## config.mk

```make
export PLATFORM = sky130hd
export DESIGN_NAME = siggen_period_meter
export DESIGN_NICKNAME = d
export VERILOG_FILES = /design/src/rtl/siggen_period_meter.sv
export SDC_FILE = /design/constraint.sdc
export NUM_CORES = 1
export LEC_CHECK = 0
export ABC_AREA = 1
export CORE_MARGIN = 2
export CORE_UTILIZATION = 35
export CTS_CLUSTER_DIAMETER = 80
export DETAILED_ROUTE_END_ITERATION = 8
export MAX_ROUTING_LAYER = met4
export PLACE_DENSITY = 0.57
export SLEW_MARGIN = 10
export SYNTH_ARGS = -nofsm -noshare
export SYNTH_HDL_FRONTEND = slang
export SYNTH_SLANG_ARGS = --single-unit
```

## constraint.sdc

```tcl
create_clock -name clk -period 5.6 [get_ports clk]
set_clock_uncertainty 0.1 [all_clocks]
set_input_delay 0.56 -clock clk [delete_from_list [all_inputs] [get_ports clk]]
set_output_delay 0.56 -clock clk [all_outputs]
set_load 0.05 [all_outputs]
```

## src/rtl/siggen_period_meter.sv

```systemverilog
// Period / amplitude meter for the signal generator sample stream: averages the
// waveform period over 2^AVG_LOG2 cycles using hysteresis-qualified rising events.
module siggen_period_meter #(
    parameter int SAMPLE_W = 8,
    parameter int PERIOD_W = 16,
    parameter int AVG_LOG2 = 2,
    parameter int MID      = 128,
    parameter int HYST     = 8
) (
    input  logic                clk,
    input  logic                rst,
    input  logic [SAMPLE_W-1:0] sample_in,
    input  logic                sample_valid,
    input  logic                start,
    output logic                busy,
    output logic                done,
    output logic                timeout,
    output logic [PERIOD_W-1:0] period,
    output logic [SAMPLE_W-1:0] amp_min,
    output logic [SAMPLE_W-1:0] amp_max
);

    localparam int CW = PERIOD_W + AVG_LOG2;
    localparam int EW = AVG_LOG2 + 1;
    localparam logic [SAMPLE_W:0] TH_HI = (SAMPLE_W+1)'(MID + HYST);
    localparam logic [SAMPLE_W:0] TH_LO = (SAMPLE_W+1)'(MID - HYST);
    localparam logic [EW-1:0]     N_EVT = EW'(1 << AVG_LOG2);

    typedef enum logic [1:0] {
        S_IDLE,
        S_SYNC,
        S_MEAS,
        S_DONE
    } state_t;

    state_t              r_state;
    logic                r_level;
    logic [CW-1:0]       r_cnt;
    logic [EW-1:0]       r_ecnt;
    logic [SAMPLE_W-1:0] r_wmin;
    logic [SAMPLE_W-1:0] r_wmax;
    logic                r_busy;
    logic                r_done;
    logic                r_timeout;
    logic [PERIOD_W-1:0] r_period;
    logic [SAMPLE_W-1:0] r_amp_min;
    logic [SAMPLE_W-1:0] r_amp_max;

    logic                w_above;
    logic                w_below;
    logic                w_rise;
    logic                w_sat;
    logic                w_complete;
    logic [CW-1:0]       w_cnt_p1;
    logic [EW-1:0]       w_ecnt_nxt;
    logic [PERIOD_W-1:0] w_period;
    logic [SAMPLE_W-1:0] w_min_nxt;
    logic [SAMPLE_W-1:0] w_max_nxt;

    assign w_above    = {1'b0, sample_in} >= TH_HI;
    assign w_below    = {1'b0, sample_in} <= TH_LO;
    assign w_rise     = sample_valid && !r_level && w_above;
    assign w_sat      = &r_cnt;
    assign w_cnt_p1   = r_cnt + CW'(1);
    assign w_ecnt_nxt = r_ecnt + EW'(1);
    assign w_complete = w_rise && (w_ecnt_nxt == N_EVT);
    // cnt+1 spans exactly the averaged cycles; wrap at saturation truncates like the spec's PERIOD_W cut
    assign w_period   = w_cnt_p1[CW-1:AVG_LOG2];
    assign w_min_nxt  = (sample_valid && (sample_in < r_wmin)) ? sample_in : r_wmin;
    assign w_max_nxt  = (sample_valid && (sample_in > r_wmax)) ? sample_in : r_wmax;

    always_ff @(posedge clk or posedge rst) begin
        if (rst) begin
            r_level <= 1'b0;
        end else if (sample_valid) begin
            if (w_above) begin
                r_level <= 1'b1;
            end else if (w_below) begin
                r_level <= 1'b0;
            end
        end
    end

    always_ff @(posedge clk or posedge rst) begin
        if (rst) begin
            r_state   <= S_IDLE;
            r_cnt     <= '0;
            r_ecnt    <= '0;
            r_wmin    <= '0;
            r_wmax    <= '0;
            r_busy    <= 1'b0;
            r_done    <= 1'b0;
            r_timeout <= 1'b0;
            r_period  <= '0;
            r_amp_min <= '0;
            r_amp_max <= '0;
        end else begin
            r_done <= 1'b0;
            case (r_state)
                S_IDLE: begin
                    r_cnt <= '0;
                    if (start) begin
                        r_state   <= S_SYNC;
                        r_busy    <= 1'b1;
                        r_timeout <= 1'b0;
                    end
                end
                S_SYNC: begin
                    if (w_rise) begin
                        r_state <= S_MEAS;
                        r_cnt   <= '0;
                        r_ecnt  <= '0;
                        r_wmin  <= sample_in;
                        r_wmax  <= sample_in;
                    end else if (w_sat) begin
                        r_state   <= S_DONE;
                        r_busy    <= 1'b0;
                        r_done    <= 1'b1;
                        r_timeout <= 1'b1;
                        r_period  <= '1;
                    end else begin
                        r_cnt <= w_cnt_p1;
                    end
                end
                S_MEAS: begin
                    r_wmin <= w_min_nxt;
                    r_wmax <= w_max_nxt;
                    if (w_complete || w_sat) begin
                        r_state   <= S_DONE;
                        r_busy    <= 1'b0;
                        r_done    <= 1'b1;
                        r_amp_min <= w_min_nxt;
                        r_amp_max <= w_max_nxt;
                        // a completing event on the saturating cycle still yields a real period
                        r_timeout <= !w_complete;
                        r_period  <= w_complete ? w_period : '1;
                    end else begin
                        r_cnt <= w_cnt_p1;
                        if (w_rise) begin
                            r_ecnt <= w_ecnt_nxt;
                        end
                    end
                end
                S_DONE: begin
                    r_state <= S_IDLE;
                end
                default: begin
                    r_state <= S_IDLE;
                end
            endcase
        end
    end

    assign busy    = r_busy;
    assign done    = r_done;
    assign timeout = r_timeout;
    assign period  = r_period;
    assign amp_min = r_amp_min;
    assign amp_max = r_amp_max;

endmodule

```

---- After elaboration in Yosys (flattened, before gate mapping) ----
Cells that the tools add are included.
storage, ports and cells
  register bits after elaboration ......... 75
  latch bits .............................. 0
  memory bits (writable) .................. 0
  ROM bits ................................ 0
  bits of input ports ..................... 12
  output and inout bits ................... 35
  memories kept ........................... 0
operators by class
  $add $sub $neg .......................... 2
  multipliers ............................. 0
  div/mod/pow operators ................... 0
  magnitude comparators ................... 4
  eq/ne operators ......................... 13
  shifts and indexed selects .............. 0
  multiplexer cells ....................... 39
  bitwise logic cells ..................... 0
  reductions and logical operators ........ 21
operators by type and width
  cell                                                      number
  two-way mux 16 bit                                        4
  two-way mux 18 bit                                        3
  one-hot mux 18 bit (3 select lines)                       1
  one-hot mux 16 bit (2 select lines)                       1
  one-hot mux 8 bit (2 select lines)                        2
  two-way mux 8 bit                                         3
  adder 18 x 1 -> 18 bit, second input constant             1
  AND reduction 18 bit                                      1
  inequality test 2 bit, second input constant              7
  two-way mux 1 bit                                         13
  two-way mux 3 bit                                         3
  greater-or-equal comparator 8 bit, second input constant  1
  > comparator 8 bit                                        1
  <= comparator 8 x 7 -> 1 bit, second input constant       1
  < comparator 8 bit                                        1
  two-way mux 2 bit                                         4
  one-hot mux 2 bit (4 select lines)                        1
  AND reduction 4 bit                                       2
  inequality test 3 bit, second input constant              2
  one-hot mux 1 bit (3 select lines)                        2
  one-hot mux 3 bit (2 select lines)                        1
  AND reduction 2 bit                                       3
  AND reduction 3 bit                                       2
  logical AND 1 bit                                         5
  other kinds (11)                                          14

---- Logic depth before layout (Yosys ltp) ----
Gate-level depths: netlist of run 1.
  depth in word-level cells ............... 7
  mapped depth ............................ 13
  mapped depth without buffers ............ 13

---- Least setup slack after synthesis of run 1 ----
Ideal clock, no wire load.
  path kind ............................... input -> register
  start point ............................. in sample_in[7]
  end point ............................... reg r_wmin[0]
  arrival ................................. 1765 ps
  slack ................................... 3658 ps
  stages .................................. 10
  path buffers ............................ 1
  path through ............................ ha_1 > nand2_1 > nand2_1 > nor2_1 > and3_1 > buf_2 > nand2_1 > nand2_1 > nand3_1 > a21oi_1
on the way
  word-level cells in the longest chain between the ends .. 4
ends and longest elaborated chain
  item                                                                       line    source
  start: declaration                                                         12      input logic [SAMPLE_W-1:0] sample_in,
  < comparator 8 bit or greater-or-equal comparator 8 bit (tied branches)    69, 60
  logical AND 1 bit, on equally long branches                                69, 62
  two-way mux 8 bit or inequality test 2 bit (tied branches)                 --
  one-hot mux 8 bit (2 select lines) or AND reduction 2 bit (tied branches)  --
  end signal: assignment                                                     113     r_wmin <= sample_in;
  end signal: assignment                                                     126     r_wmin <= w_min_nxt;
  end: declaration                                                           40      logic [SAMPLE_W-1:0] r_wmin;
Parallel ways exist; a longest one is shown, timed or not.
A chain may end at the register's enable or synchronous reset.

---- Final worst setup path of run 1 ----
  start point ............................. in sample_in[3]
  end point ............................... reg r_cnt[15]
on the way
  word-level cells in the longest chain between the ends .. 6
ends and longest elaborated chain
  item                                   line  source
  greater-or-equal comparator 8 bit (*)  60    assign w_above = {1'b0, sample_in} >= TH_HI;
  logical AND 1 bit (*)                  62    assign w_rise = sample_valid && !r_level && w_above;
  logical AND 1 bit                      66    assign w_complete = w_rise && (w_ecnt_nxt == N_EVT);
  logical OR 1 bit                       128   if (w_complete || w_sat) begin
  inequality test 2 bit (no line)        --
  AND reduction 3 bit (no line)          --
  end signal: assignment                 122   r_cnt <= w_cnt_p1;
  end signal: assignment                 138   r_cnt <= w_cnt_p1;
  end: declaration                       38    logic [CW-1:0] r_cnt;
Mark *: on every way between the ends. The rest lies on a longest branch, timed or not.

==> results of run 1 <==
[worst paths after layout]
path,start,to,slack [ns],cells after the start
max,sample_in[3],r_cnt[15],2.86,11
min,period[9],period[9],0.37,2
max reg2reg,r_cnt[0],r_ecnt[1],2.99,8
min reg2reg,period[9],period[9],0.37,2
max in group asynchronous,rst,r_cnt[11],4.04,3
min in group asynchronous,rst,amp_max[2],0.74,3
[sequential cells by signal, summed over array words and instances, names as in the netlist, 2 cells and up]
register	cells
r_cnt	18
period	16
amp_max	8
amp_min	8
r_wmax	8
r_wmin	8
r_ecnt	3
r_state	2
[critical path, delay by kind of cell]
family,cells,cell delay (ns)
simple gates,8,1.55
buf+inv,3,0.79
[layout make-up]
type	instances	area share, %
well taps	172	4.01
inverters	59	4.13
clock buffers	11	4.34
clock inverters	5	1.45
repair buffers	48	8.86
flip-flops and latches	75	35.0
multi-input cells	445	42.2
[layer usage]
metal | global-route usage, % | share of wire [%] | vias up
met4 | 4.86 | 1.3 | 0
met3 | 4.22 | 4.2 | 13
met1 | 22.2 | 44 | 1825
li1 | - | - | 1990
met5 | - | 0 | -
met2 | 32.0 | 50 | 87
[cells in the final DEF (no fill, tap or decap), drive strengths merged, types with 2 or more instances in the layout]
cell,count
dfrtp,75
xor2,13
a21oi,32
clkbuf,11
clkdlybuf4s50,46
ha,23
nand4,15
bufinv,2
clkinv,4
o21bai,2
nor2,56
inv,57
buf,2
nand3,55
nand2,211
o21ai,31
[through the flow]
| stage | setup WS, ns | cell area, um2 | util, % | instances | power, mW |
|---|---|---|---|---|---|
| finish | 2.86 | 5370 | 42.7 | 815 | 2.88 |
| detailed placement | 2.54 | 5050 | 40.2 | 799 | 2.30 |
| CTS | 2.89 | 5370 | 42.7 | 815 | 2.92 |
| global placement | 2.60 | 5050 | 40.2 | 799 | 2.27 |
| global route | 2.55 | 5370 | 42.7 | 815 | 3.12 |
| floorplan | 3.03 | 4480 | - | 595 | 1.90 |
[kinds of logic after synthesis]
| family | after synthesis | share of synthesized area, % |
|---|---|---|
| compound gates | 69 | 8.25 |
| xor+xnor | 14 | 2.74 |
| fa+ha+maj | 23 | 6.43 |
| buf+inv | 75 | 7.44 |
| flops | 75 | 41.9 |
| simple gates | 339 | 33.2 |
[power by group through the flow]
stage               registers, mW  clock network, mW  logic (mW)
floorplan                    1.04                  0       0.858
global placement            0.800                  0        1.47
detailed placement          0.803                  0        1.50
CTS                         0.796              0.626        1.50
global route                0.812              0.648        1.66
finish                      0.794              0.606        1.48
==> metrics.csv, run 1 <==
stage;metric;value;unit
cells_and_area;register area;1880;um2
sta;Slew @ Worst Pin;0.993;ns
setup_path;Slowest-stage cell, CP;clkdlybuf4s50_1;
floorplanning;die footprint;13700;um2
clock_network;Worst-path clk slew;0.05;ns
synthesis;Synth area leaders;dfrtp_1, nand2_1, ha_1;
synthesis;Post-synth EDFFs;0;
power_and_ir_drop;combinational share of power;51.4;%
setup_path;Arr. time, crit path;2.91;ns
floorplanning;IO Pins;47;
setup_path;CP Cell Sequence;clkdlybuf4s50_1 -> inv_1 -> nand3_1 -> nand3_1 -> inv_1 -> nand3_1 -> nand2_1 -> nand2_2 -> nand2_4 -> nand2_1 -> nand2_1;
sta;fin crit period;2.74;ns
cells_and_area;layout cell share with drive strength beyond 1;6.22;%
sta;max frequency;365;MHz
min_path;Min-Delay Path Class;flip-flop to flip-flop;
synthesis;Cell Area, Synth;4480;um2
clock_network;TritonCTS buffer count;9;
synthesis;Post-synth top cells;nand2_1, dfrtp_1, inv_1;
outcome;status;finished, final reports clean;
setup_path;Worst Path Required;5.77;ns
sta;worst hold slack;0.366;ns
power_and_ir_drop;P_leak;2.71;nW
sta;Setup Total Neg Slack;0;ns
clock_network;H-tree levels;3;
cells_and_area;fill count;1290;
synthesis;Synth area leader;dfrtp_1;
sta;fin. max-slew vios;0;
route;1st-iter DRT viols;162;
sta;Final setup viols;0;
sta;final hold viol count;0;
power_and_ir_drop;Max VDD drop;0.000235;V
global_route;largest net degree at the start of global routing;76;
clock_network;post_cts resized;0;
sta;RSZ-0062 raised after global routing;false;
global_route;first-pass GRT wire length;19200;um
setup_path;Worst path max stage delay;0.57;ns
power_and_ir_drop;Clock power frac;21.0;%
power_and_ir_drop;Net Sw Frac;46.4;%
placement;HPWL after detailed placement;8290;um
route;DRT Pass-1 Iters;5;
route;DRC Markers;0;
route;via density per instance;4.80;
power_and_ir_drop;internal power;1.55;mW
route;Post-DRT Antenna Nets;0;
sta;fin crit share;49.0;%
synthesis;Avg Inst Size Synth;7.52;um2
synthesis;sequential fraction of the synthesis area;41.9;%
power_and_ir_drop;PD cells;537;nW/um2
synthesis;syn_nets;630;
synthesis;Synth async-reset ratio;100;%
floorplanning;die height;117;um
power_and_ir_drop;Seq pwr share;27.5;%
sta;Slew Limit Headroom;33.6;%
placement;RD Place Congestion;0.880;
global_route;vias in the first global route;3896;
global_route;initial antenna violation count;0;
clock_network;post-CTS setup buffers;0;
route;mean routed wirelength per cell;13.9;um
global_route;total track usage;18.7;%
floorplanning;core area;12600;um2
floorplanning;starting density of the core;35.6;%
global_route;global route total overflow;0;
route;routed wire length;11300;um
clock_network;clk sinks;75;
run;maxcap violations;0;
setup_path;type of origin of the critical path;input port;
setup_path;CP Max Fanout;20;
cells_and_area;footprint of the multi-input gates;2270;um2
setup_path;crit path kind;input port to flip-flop;
synthesis;count of state elements after synthesis;75;
clock_network;CTS tree;yes;
synthesis;Netlist cell types;36;
clock_network;Clock Path Buffers;2;
clock_network;Hold-fix buffers, CTS;0;
synthesis;Synth top area share;41.9;%
floorplanning;num rows;41;
synthesis;YS warnings;0;
power_and_ir_drop;Psw;1.34;mW
cells_and_area;area grow syn2layout;19.9;%
placement;IO Port Bufs;46;
synthesis;Gate Count Post-Synth;595;
setup_path;crit end category;flip-flop;
route;vias;3915;
cells_and_area;ANT cells;0;
clock_network;root buffer cell;clkbuf_16;
synthesis;ys flop type;dfrtp_1;
clock_network;clock insertion delay at the later pin of the skew report;0.34;ns
floorplanning;Horiz. Die Dim;117;um
cells_and_area;final net count;673;
synthesis;top-count cell post-synth;nand2_1;
(Power assumes the default switching activity.)
==> inputs of run 2 (changes only) <==
Clock period 5.6 ns to 2.9 ns, I/O delays scaled along.
==> metrics.csv, run 2 (synthesis gave the netlist of run 1 again) <==
stage;metric;value;unit;change
outcome;status;finished, final reports clean;;unchanged
route;mean routed wirelength per cell;13.7;um;was 13.9 um
clock_network;post-CTS setup buffers;0;;unchanged
setup_path;Worst Path Required;3.02;ns;was 5.77 ns
placement;Cell Area, Placed;5150;um2;was 5050 um2
setup_path;most used cell, CP;nand2_1;;
placement;RD Place Congestion;0.922;;was 0.880
setup_path;Slowest-stage cell, CP;dfrtp_1;;was clkdlybuf4s50_1
setup_path;worst r2r src;r_cnt[0];;unchanged
sta;max frequency;463;MHz;
setup_path;CP Max Fanout;14;;was 20
route;via density per instance;4.87;;was 4.80
power_and_ir_drop;Max VDD drop;0.000375;V;was 0.000235 V
sta;Slew Limit Headroom;54.5;%;was 33.6%
global_route;first-pass GRT wire length;19000;um;was 19,200 um
floorplanning;core area;12600;um2;unchanged
clock_network;root buffer cell;clkbuf_16;;unchanged
route;Post-DRT Antenna Nets;0;;unchanged
power_and_ir_drop;PD cells;1020;nW/um2;was 537 nW/um2
cells_and_area;layout cell share with drive strength beyond 1;7.68;%;was 6.22%
floorplanning;IO Pins;47;;unchanged
clock_network;H-tree levels;3;;unchanged
placement;HPWL after detailed placement;8450;um;was 8290 um
cells_and_area;Largest Register;r_cnt;;unchanged
cells_and_area;final net count;683;;was 673
setup_path;Worst path max stage delay;0.47;ns;was 0.57 ns
sta;worst hold slack;0.284;ns;was 0.366 ns
cells_and_area;final core utilization;43.4;%;was 42.7%
clock_network;Hold-fix buffers, CTS;0;;unchanged
setup_path;Arr. time, crit path;2.28;ns;was 2.91 ns
cells_and_area;ANT cells;0;;unchanged
floorplanning;die height;117;um;unchanged
sta;fin crit period;2.16;ns;
global_route;total track usage;18.5;%;was 18.7%
global_route;global route total overflow;0;;unchanged
clock_network;clk sinks;75;;unchanged
sta;Setup Total Neg Slack;0;ns;unchanged
setup_path;Crit path max-delay family;simple AND/OR/NAND/NOR gates;;unchanged
placement;IO Port Bufs;46;;unchanged
route;1st-iter DRT viols;236;;was 162
clock_network;Worst-path clk slew;0.06;ns;was 0.05 ns
cells_and_area;max reg flops;18;;unchanged
cells_and_area;area grow syn2layout;21.9;%;was 19.9%
floorplanning;starting density of the core;35.6;%;unchanged
route;DRC Markers;0;;unchanged
setup_path;worst path bufs/invs;1;;was 3
floorplanning;num rows;41;;unchanged
floorplanning;die footprint;13700;um2;unchanged
clock_network;Clock Path Buffers;2;;unchanged
global_route;initial antenna violation count;0;;unchanged
setup_path;type of origin of the critical path;flip-flop;;was input port
sta;RSZ-0062 raised after global routing;false;;unchanged
cells_and_area;Finished Cell Area;5460;um2;was 5370 um2
sta;Final setup viols;0;;unchanged
clock_network;clock insertion delay at the later pin of the skew report;0.34;ns;about the same
floorplanning;Horiz. Die Dim;117;um;unchanged
global_route;vias in the first global route;3846;;was 3,896
route;vias;4011;;was 3,915
power_and_ir_drop;total power draw;5.59;mW;was 2.88 mW
cells_and_area;most common cell after layout, fill and taps aside;nand2_1;;unchanged
run;maxcap violations;0;;unchanged
sta;final hold viol count;0;;unchanged
sta;fin crit share;74.5;%;
route;DRT Pass-1 Iters;5;;unchanged
global_route;largest net degree at the start of global routing;41;;was 76
clock_network;post_cts resized;0;;unchanged
route;routed wire length;11200;um;was 11,300 um
sta;fin. max-slew vios;0;;unchanged
clock_network;TritonCTS buffer count;9;;unchanged
cells_and_area;leading cell types in the layout, fill and taps excluded;nand2_1, dfrtp_1, inv_1;;unchanged
power_and_ir_drop;P_leak;2.77;nW;was 2.71 nW
setup_path;crit path kind;flip-flop to flip-flop;;was input port to flip-flop
clock_network;CTS tree;yes;;unchanged
setup_path;CP Cell Sequence;ha_1 -> nand2_1 -> nor2_4 -> nand2_4 -> nor2_4 -> nand4_2 -> nand2_1 -> nand2_2 -> buf_4 -> nand4_1 -> nand2_1;;was clkdlybuf4s50_1 -> inv_1 -> nand3_1 -> nand3_1 -> inv_1 -> nand3_1 -> nand2_1 -> nand2_2 -> nand2_4 -> nand2_1 -> nand2_1
setup_path;crit path from;r_cnt[0];;was sample_in[3]
setup_path;crit end category;flip-flop;;unchanged
min_path;Min-Delay Path Class;input port to async pin;;was flip-flop to flip-flop
sta;Slew @ Worst Pin;0.682;ns;was 0.993 ns
## run 2: cell types whose count changed in the layout (fill, tap and decap cells not counted), sizes merged
cell | previous run | this run
clkbuf | 11 | 12
bufinv | 2 | 1
clkinvlp | 1 | 0
buf | 2 | 12
clkinv | 4 | 3
## run 2: per-stage QoR
| stage | std cells | worst slack [ns] |
|---|---|---|
| 6_report | 823 | 0.739 |
| 5_1_grt | 823 | 0.527 |
| 4_1_cts | 823 | 0.715 |
| 3_5_place_dp | 809 | 0.385 |
| 3_3_place_gp | 809 | 0.430 |
| 2_1_floorplan | 595 | 0.600 |
## run 2: area by class of cell
class	count	area [um2]
timing repair buffer	58	576
inverter	59	221
multi-input combinational	445	2270
fill	1280	7110
sequential	75	1880
tap	172	215
clock buffer	12	267
clock inverter	2	35.0
## run 2: final timing paths
kind	endpoint	slack (ns)	depth (start not counted)
setup / recovery	r_cnt[10]	0.74	11
hold / removal	amp_max[3]	0.28	2
setup reg to reg	r_cnt[10]	0.74	11
hold reg to reg	period[6]	0.36	2
max in group asynchronous	busy	1.76	3
min in group clk	period[6]	0.36	2
## run 2: power by group
| group | total (mW) | switching, mW | leakage, nW | internal [mW] |
|---|---|---|---|---|
| clock network | 1.15 | 0.423 | 0.151 | 0.725 |
| registers | 1.54 | 0.175 | 0.948 | 1.37 |
| logic | 2.90 | 1.97 | 1.67 | 0.922 |
| total | 5.59 | 2.57 | 2.77 | 3.01 |
## run 2: metal layers
| metal | routed length [um] | track usage (%) | up-vias |
|---|---|---|---|
| met1 | 5070 | 23.8 | 1904 |
| li1 | - | - | 2015 |
| met2 | 5550 | 29.4 | 76 |
| met3 | 400 | 3.09 | 16 |
| met5 | 0 | - | - |
| met4 | 219 | 6.67 | 0 |
==> inputs of run 3 (changes only) <==
Settings changed: PLACE_DENSITY 0.57 to 0.59.
Clock period 2.9 ns to 1.88 ns, I/O delays scaled along.
==> metrics.csv, run 3 (synthesis gave the netlist of run 1 again) <==
stage;metric;value;unit;change
outcome;status;finished, final reports clean;;unchanged
clock_network;TritonCTS buffer count;9;;unchanged
cells_and_area;final core utilization;48.0;%;was 43.4%
cells_and_area;fill count;1240;;was 1,280
route;routed wire length;11700;um;was 11,200 um
cells_and_area;leading cell types in the layout, fill and taps excluded;nand2_1, dfrtp_1, inv_1;;unchanged
setup_path;Reg2Reg Depth;9;;was 11
power_and_ir_drop;P_leak;3.06;nW;was 2.77 nW
setup_path;worst path bufs/invs;1;;unchanged
cells_and_area;layout cell share with drive strength beyond 1;18.3;%;was 7.68%
cells_and_area;Largest Register;r_cnt;;unchanged
cells_and_area;most common cell after layout, fill and taps aside;nand2_1;;unchanged
floorplanning;Horiz. Die Dim;117;um;unchanged
placement;IO Port Bufs;46;;unchanged
clock_network;root buffer cell;clkbuf_16;;unchanged
setup_path;Slowest-stage cell, CP;clkdlybuf4s50_1;;was dfrtp_1
clock_network;Clock Path Buffers;2;;unchanged
sta;fin crit share;98.8;%;
setup_path;CP Cell Sequence;clkdlybuf4s50_1;;was ha_1 -> nand2_1 -> nor2_4 -> nand2_4 -> nor2_4 -> nand4_2 -> nand2_1 -> nand2_2 -> buf_4 -> nand4_1 -> nand2_1
sta;final hold viol count;0;;unchanged
floorplanning;num rows;41;;unchanged
clock_network;CTS tree;yes;;unchanged
setup_path;Crit path max-delay family;buffers and inverters;;was simple AND/OR/NAND/NOR gates
cells_and_area;Finished Cell Area;6030;um2;was 5460 um2
clock_network;H-tree levels;3;;unchanged
run;maxcap violations;0;;unchanged
placement;HPWL after detailed placement;8720;um;was 8450 um
route;vias;4147;;was 4,011
placement;Cell Area, Placed;5450;um2;was 5150 um2
floorplanning;starting density of the core;35.6;%;unchanged
cells_and_area;area grow syn2layout;34.7;%;was 21.9%
cells_and_area;register area;1880;um2;unchanged
route;1st-iter DRT viols;212;;was 236
setup_path;crit end category;primary output;;was flip-flop
route;DRC Markers;0;;unchanged
power_and_ir_drop;PD cells;1600;nW/um2;was 1020 nW/um2
sta;Slew Limit Headroom;65.7;%;was 54.5%
global_route;first-pass GRT wire length;19700;um;was 19,000 um
global_route;initial antenna violation count;0;;unchanged
route;Post-DRT Antenna Nets;0;;unchanged
floorplanning;die footprint;13700;um2;unchanged
placement;RD Place Congestion;0.894;;was 0.922
setup_path;crit path from;amp_min[4];;was r_cnt[0]
clock_network;Worst-path clk slew;0.06;ns;about the same
setup_path;crit path kind;flip-flop to primary output;;was flip-flop to flip-flop
clock_network;clock insertion delay at the later pin of the skew report;0.35;ns;was 0.34 ns
setup_path;type of origin of the critical path;flip-flop;;unchanged
sta;fin crit period;1.86;ns;
setup_path;R2R setup slack;0.09;ns;was 0.74 ns
setup_path;R2R Path End;period[0];;was r_cnt[10]
clock_network;clk sinks;75;;unchanged
floorplanning;die height;117;um;unchanged
power_and_ir_drop;Max VDD drop;0.000540;V;was 0.000375 V
setup_path;crit path capture;amp_min[4];;was r_cnt[10]
global_route;global route total overflow;0;;unchanged
setup_path;Worst Path Required;1.59;ns;was 3.02 ns
cells_and_area;footprint of the multi-input gates;2420;um2;was 2270 um2
floorplanning;core area;12600;um2;unchanged
clock_network;Hold-fix buffers, CTS;0;;unchanged
sta;max frequency;539;MHz;
global_route;largest net degree at the start of global routing;76;;was 41
sta;Final setup viols;0;;unchanged
sta;RSZ-0062 raised after global routing;true;;was false
setup_path;Arr. time, crit path;1.57;ns;was 2.28 ns
route;DRT Pass-1 Iters;4;;was 5
floorplanning;IO Pins;47;;unchanged
min_path;Min-Delay Path Class;input port to async pin;;unchanged
cells_and_area;max reg flops;18;;unchanged
setup_path;Worst path max stage delay;0.83;ns;was 0.47 ns
sta;fin. max-slew vios;0;;unchanged
route;mean routed wirelength per cell;13.5;um;was 13.7 um
cells_and_area;final net count;724;;was 683
global_route;vias in the first global route;4197;;was 3,846
cells_and_area;ANT cells;0;;unchanged
power_and_ir_drop;total power draw;9.64;mW;was 5.59 mW
global_route;total track usage;19.2;%;was 18.5%
sta;Slew @ Worst Pin;0.513;ns;was 0.682 ns
route;via density per instance;4.79;;was 4.87
setup_path;worst r2r src;r_ecnt[0];;was r_cnt[0]
setup_path;WP depth;1;;was 11
setup_path;CP Max Fanout;2;;was 14
[run 3: cell types whose count changed in the layout (fill, tap and decap cells not counted), sizes merged, moves of 2 or more]
cell	change
clkdlybuf4s50	-5
buf	+42
dlymetal6s2s	+4
clkinvlp	+2
[run 3: timing repair]
action                     CTS  global route
cloned                       0             0
setup buffers                2             1
setup endpoints to repair   22            72
resized for setup            2            48
pin swaps                    2             5
[run 3: final cells by class]
| class | instances | area share, % |
|---|---|---|
| Clock buffer | 13 | 4.65 |
| Clock inverter | 3 | 1.12 |
| Inverter | 59 | 3.73 |
| Multi-Input combinational cell | 445 | 40.2 |
| Sequential cell | 75 | 31.1 |
| Tap cell | 172 | 3.57 |
| Timing Repair Buffer | 99 | 15.6 |
[run 3: metal layers]
metal	up-vias	routed length [um]	global-route usage, %
met5	-	0	-
met4	0	310	8.63
met3	23	367	2.88
met2	88	5750	31.9
met1	1930	5270	23.1
li1	2106	-	-
[run 3: worst min path at each step]
| stage | start | endpoint | slack, ns | depth (start not counted) |
|---|---|---|---|---|
| 2_1_floorplan | rst | amp_max[0] | 0.29 | 1 |
| 3_3_place_gp | period[2] | period[2] | 0.35 | 2 |
| 3_5_place_dp | period[2] | period[2] | 0.36 | 2 |
| 4_1_cts | rst | r_cnt[8] | 0.22 | 3 |
| 5_1_grt | rst | r_cnt[2] | 0.26 | 3 |
| 6_report | rst | r_cnt[6] | 0.21 | 3 |
[run 3: through the flow]
| step | setup TNS [ns] | worst slack, ns | instances | hold slack (ns) |
|---|---|---|---|---|
| global placement | -17.04 | -0.323 | 847 | 0.353 |
| CTS | 0 | 0.00732 | 865 | 0.224 |
| floorplan | 0 | 0.0655 | 595 | 0.289 |
| finish | 0 | 0.0231 | 866 | 0.213 |
| detailed placement | -18.66 | -0.373 | 847 | 0.358 |
| global route | -0.399 | -0.0525 | 866 | 0.257 |
[run 3: power by group]
part	internal, mW	switching, mW	total (mW)
clock network	1.31	0.685	1.99
registers	2.11	0.261	2.37
logic	1.97	3.31	5.28
